`src/rtl/proc_controller.sv`:
```
// Purpose : control FSM sequencing the 9-bit register/ALU datapath (GPRs, A, G, add/sub, bus mux, IR).
// Latency : mv/mvi/no-op finish 2 cycles after the fetch cycle with run=1 (done inclusive); add/sub take 4.
// Backpressure: none; run is only sampled in T0, so a held run gives back-to-back instructions.
//
// Ports:
//   clk      in   1  system clock, rising edge
//   reset    in   1  asynchronous active-high; forces T0 and all outputs low
//   run      in   1  start request, sampled in T0
//   ir       in   9  IR contents from the datapath: [8:6] opcode, [5:3] X, [2:0] Y
//   r_in     out  8  GPR load enables (one-hot or zero)
//   r_out    out  8  GPR bus-drive selects (one-hot or zero)
//   a_in     out  1  load A from bus
//   g_in     out  1  load G from adder result
//   g_out    out  1  G drives bus
//   din_out  out  1  din drives bus
//   ir_in    out  1  load IR from din
//   addsub   out  1  0 = add, 1 = subtract
//   done     out  1  one-cycle pulse in the final cycle of an instruction
//   busy     out  1  high in T1..T3
module proc_controller (
    input  logic       clk,
    input  logic       reset,
    input  logic       run,
    input  logic [8:0] ir,
    output logic [7:0] r_in,
    output logic [7:0] r_out,
    output logic       a_in,
    output logic       g_in,
    output logic       g_out,
    output logic       din_out,
    output logic       ir_in,
    output logic       addsub,
    output logic       done,
    output logic       busy
);

    typedef enum logic [1:0] {
        T0 = 2'd0,
        T1 = 2'd1,
        T2 = 2'd2,
        T3 = 2'd3
    } state_t;

    localparam logic [2:0] OP_MV  = 3'b000;
    localparam logic [2:0] OP_MVI = 3'b001;
    localparam logic [2:0] OP_ADD = 3'b010;
    localparam logic [2:0] OP_SUB = 3'b011;

    state_t state;
    state_t state_nxt;

    logic [2:0] opcode;
    logic [7:0] x_sel;
    logic [7:0] y_sel;

    assign opcode = ir[8:6];

    // Register fields decoded to one-hot so every enable/select is one-hot by construction.
    assign x_sel = 8'b0000_0001 << ir[5:3];
    assign y_sel = 8'b0000_0001 << ir[2:0];

    always_ff @(posedge clk or posedge reset) begin
        if (reset) begin
            state <= T0;
        end else begin
            state <= state_nxt;
        end
    end

    // Outputs are purely combinational from state/ir/run. The async reset forces
    // state to T0 with run gated off, so every output drops low immediately.
    always_comb begin
        state_nxt = state;
        r_in      = 8'h00;
        r_out     = 8'h00;
        a_in      = 1'b0;
        g_in      = 1'b0;
        g_out     = 1'b0;
        din_out   = 1'b0;
        ir_in     = 1'b0;
        addsub    = 1'b0;
        done      = 1'b0;
        busy      = 1'b0;

        unique case (state)
            T0: begin
                // IR is only loaded here, which keeps it stable through execute.
                ir_in = run & ~reset;
                if (run) begin
                    state_nxt = T1;
                end
            end

            T1: begin
                busy = 1'b1;
                case (opcode)
                    OP_MV: begin
                        r_out     = y_sel;
                        r_in      = x_sel;
                        done      = 1'b1;
                        state_nxt = T0;
                    end
                    OP_MVI: begin
                        din_out   = 1'b1;
                        r_in      = x_sel;
                        done      = 1'b1;
                        state_nxt = T0;
                    end
                    OP_ADD, OP_SUB: begin
                        r_out     = x_sel;
                        a_in      = 1'b1;
                        state_nxt = T2;
                    end
                    default: begin
                        // Unused opcodes retire as a no-op with no enables.
                        done      = 1'b1;
                        state_nxt = T0;
                    end
                endcase
            end

            T2: begin
                busy      = 1'b1;
                r_out     = y_sel;
                g_in      = 1'b1;
                // Opcode LSB distinguishes sub (011) from add (010).
                addsub    = ir[6];
                state_nxt = T3;
            end

            T3: begin
                busy      = 1'b1;
                g_out     = 1'b1;
                r_in      = x_sel;
                done      = 1'b1;
                state_nxt = T0;
            end

            default: begin
                state_nxt = T0;
            end
        endcase
    end

endmodule
```
`config.mk`:
```
export PLATFORM = sky130hd
export DESIGN_NAME = proc_controller
export DESIGN_NICKNAME = d
export VERILOG_FILES = /design/src/rtl/proc_controller.sv
export SDC_FILE = /design/constraint.sdc
export NUM_CORES = 1
export LEC_CHECK = 0
export CORE_AREA = 5 5 42 44
export CTS_BUF_LIST = sky130_fd_sc_hd__clkbuf_16
export CTS_CLUSTER_DIAMETER = 100
export DETAILED_ROUTE_END_ITERATION = 6
export DIE_AREA = 0 0 47 49
export PLACE_DENSITY = 0.78
export SLEW_MARGIN = 10
export SYNTH_ARGS = -nofsm -noshare
export SYNTH_HDL_FRONTEND = slang
export SYNTH_SLANG_ARGS = --single-unit
```
`constraint.sdc`:
```
create_clock -name clk -period 2.1 [get_ports clk]
set_input_delay 0.42 -clock clk [delete_from_list [all_inputs] [get_ports clk]]
set_output_delay 0.42 -clock clk [all_outputs]
set_load 0.01 [all_outputs]
```
Word-level counts from Yosys, hierarchy flattened
Cells that the tools add are included.
Operators by class
  equality and inequality tests: 7
  shift-type cells: 2
  multiplexer cells: 18
  bitwise gates (word level): 2
  reductions and logical operators: 5
Operator list (number)
  one-hot mux 8 bit (2 select lines): 3
  << shifter 1 x 3 -> 8 bit (first input constant): 2
  two-way mux 1 bit: 10
  two-way mux 8 bit: 1
  one-hot mux 2 bit (4 select lines): 1
  equality test 3 x 2 -> 1 bit (second input constant): 2
  equality test 2 bit (second input constant): 2
  two-way mux 2 bit: 2
  OR reduction 2 bit: 2
  equality test 3 x 1 -> 1 bit (second input constant): 1
  zero test 3 bit: 1
  OR reduction 3 bit: 1
  equality test 2 x 1 -> 1 bit (second input constant): 1
  zero test 2 bit: 1
  != test 2 bit (second input constant): 1
  one-hot mux 1 bit (2 select lines): 1
  AND 1 bit: 1
  NOT 1 bit: 1
Storage, ports and cells
  bits in registers: 2
  input bits: 12
  output and inout port bits: 24
  word-level logic and storage cells: 35

Logic depth before layout (Yosys ltp)
  word-level depth: 4
  mapped depth: 5
  mapped depth without buffers: 5

Worst setup path after synthesis
Ideal clock, no wire load.
  path kind: register to output
  start point: reg with a tool-made name
  end point: out r_out[2]
  arrival time: 1376 ps
  required time: 1680 ps
  slack: 304 ps
  cell stages (with the launch flop): 6
  path buffers: 0
  path through: dfrtp_1 > inv_1 > ha_1 > nor4b_4 > o211ai_1 > o32ai_1
RTL lines
  end: declaration: line 26  | output logic [7:0] r_out,

==> metrics.txt <==
status=finished with violations; violated checks=setup timing; fmax=465.0 MHz; Synth Warn #=0; Final GP Congestion=0.6916; Final ANT Viol Nets=0; Slew Limit Fails=0; crit path max-delay cell type=dfrtp_1; layout cell share with drive strength beyond 1=46.67%; Core Box Area=1401 µm²; 1st-pass router iterations=3; TritonCTS Sinks=2; cts bufs inserted=3; flip-flop and latch count after synthesis=2; fin crit period=2.151 ns; DRT iter0 DRCs=7; CTS tree=yes; Die Ht=49 µm; Post-Syn Area per Cell=around 7.3 µm²; Max clock buf depth=2; WP data required=1.68 ns; final period utilization=102.4%; Root Buffer=clkbuf_16; Worst EP arrival=1.73 ns; Synth area leaders=dfrtp_1, ha_1, nor2_1, o22ai_1, nand2b_1; cell count after synthesis=53; Clk pin slew, worst setup/hold paths=0.03 ns; Skew-Pair Late Insertion Delay=0.22 ns; Max-cap violations=0; area growth from synthesis to layout=150.0%; cell area after synthesis=just under 400 µm²; power per cell area=1024 nW/µm²; Rows=14; first-pass GRT wire length=roughly 2800 µm; Critical path buffers and inverters=2; final wirelength=1782 µm; # placed instances=113; post-DR vias/cell=4.975; crit path launch type=flop; Reg area=51.30 µm²; post-synthesis sequential area ratio=12.90%; Final setup violation count=4; vias in the first global route=641; detailed placement HPWL=1224 µm; Clock Skews=0.003732 ns; post-synth top area cell=dfrtp_1; critical-path maximum fanout=4; Crit Path Category=reg2out; Ports=36; pre-CTS setup slack=-0.5633 ns; Non-Filler Instances=121; hold buffer count at cts=0; H-Tree Depth=1; Hold Crit Class=in2async; Fin. Hold Viols=0; Port Buf Inserts=35; Leak=about 0.47 nW; total power=just under 1 mW; die width=around 47 µm; multi-input logic area=410.4 µm²; worst relative slew slack=74.57%; Core Util, Final=69.20%; Worst Slack Setup Final=-0.05065 ns; Top delay family on crit path=compound AO/OA/AOI/OAI gates; die area=2303 µm²; pin count of the biggest net entering global routing=6; detailed-route via count=602; setup total negative slack=-0.1076 ns; drt wl/cell=14.73 µm; GRT overflow=0; Initial Util=~28%; max incr delay on CP=0.38 ns; post-synthesis cell type count=23; worst path cell trace=inv_2, ha_4, nor4b_4, o211ai_1, o32ai_1, buf_2; ant diodes=0; Crit. End Element=output port; RSZ-0062 raised after global routing=yes; initial antenna violation count=0; Tot GR Track Use=16.49%; Final Net Count=~120; DRC=0; synthesized net count=69; Synth top area share=12.90%; Worst IR Drop VDD=0.7044 mV; Least-Margin Pin Slew=0.3798 ns; fill count=roughly 120
==> through the flow <==
step | instance area [µm²] | hold slack (ns)
after floorplan | 387.9 | 0.1665
final | 969.7 | 0.4581
after CTS | 940.9 | 0.4617
after detailed placement | 825.8 | 0.6328
after global placement | 825.8 | 0.6090
after global routing | 969.7 | 0.4814
==> cells in the mapped netlist <==
| master | n |
|---|---|
| nor2_1 | 10 |
| o22ai_1 | 6 |
| inv_1 | 5 |
| ha_1 | 4 |
| nand2b_1 | 4 |
| and2_2 | 2 |
| dfrtp_1 | 2 |
| nand2_1 | 2 |
| o211ai_1 | 2 |
| o21ai_0 | 2 |
| o32ai_1 | 2 |
| a21o_1 | 1 |
| a21oi_1 | 1 |
| and3_1 | 1 |
| and3b_1 | 1 |
| mux2_2 | 1 |
| nand3_1 | 1 |
| nand3b_1 | 1 |
| nor3b_1 | 1 |
| nor4b_4 | 1 |
| o21bai_1 | 1 |
| or2_2 | 1 |
| or2b_1 | 1 |
==> cell families (layout without fill, tap and decap cells) <==
logic type,after synthesis,in the layout,synth area share (%)
simple gates,26,26,40.65
compound gates,15,15,25.81
buf+inv,5,57,4.839
fa+ha+maj,4,4,12.90
flops,2,2,12.90
mux,1,1,2.903
==> cell type report <==
type	count	share of cell area [%]
Clock buffer	3	7.742
Inverter	5	1.935
Multi-Input combinational cell	46	42.32
Sequential cell	2	5.290
Tap cell	16	2.065
Timing Repair Buffer	49	40.65
==> routing by layer <==
metal / GRT usage [%] / share of wire (%) / vias up / wire [µm]
met1: 17.62 / 36 / 273 / 648
met4: 8.295 / 2.0 / 0 / 36
met3: 5.535 / 10 / 3 / 185
met5: 0 / 0 / - / 0
li1: - / - / 297 / -
met2: 27.38 / 51 / 29 / 912
==> timing repair <==
action,4_1_cts,5_1_grt
endpoints found under the hold margin,0,0
pin swaps,6,5
gates resized for setup,58,24
setup endpoints to repair,21,18
buffers inserted,3,2
==> layout by cell type (no fill, tap or decap), drive strengths merged <==
master / instances
a21o: 1
a21oi: 1
and2: 2
and3: 1
and3b: 1
buf: 23
clkbuf: 6
clkdlybuf4s15: 4
clkdlybuf4s50: 12
dfrtp: 2
dlygate4sd2: 6
dlymetal6s2s: 1
ha: 4
inv: 5
mux2: 1
nand2: 2
nand2b: 4
nand3: 1
nand3b: 1
nor2: 10
nor3b: 1
nor4b: 1
o211ai: 2
o21ai: 2
o21bai: 1
o22ai: 6
o32ai: 2
or2: 1
or2b: 1
==> report_power, final <==
| part | internal (mW) | switching, mW | leakage (nW) |
|---|---|---|---|
| Clock | 0.242 | 0.0468 | 0.0370 |
| Sequential | 0.0605 | 0.0256 | 0.0244 |
| Combinational | 0.343 | 0.274 | 0.408 |
==> worst paths after layout <==
| check | start | to | cells past startpoint | slack, ns |
|---|---|---|---|---|
| min | reset | asynchronous set/reset pin | 3 | 0.46 |
| max reg2reg | flop | flop | 6 | 0.70 |
| min in group clk | flop | flop | 2 | 0.65 |
| max | flop | r_out[0] | 6 | -0.05 |
| min reg2reg | flop | flop | 2 | 0.65 |
| max in group asynchronous | reset | state[0] | 3 | 1.54 |
==> worst min-delay path, delay by kind of cell <==
kind | cells | cell delay (ns)
buf+inv | 3 | 0.59
Note: power is estimated with default switching activity, not from simulation.
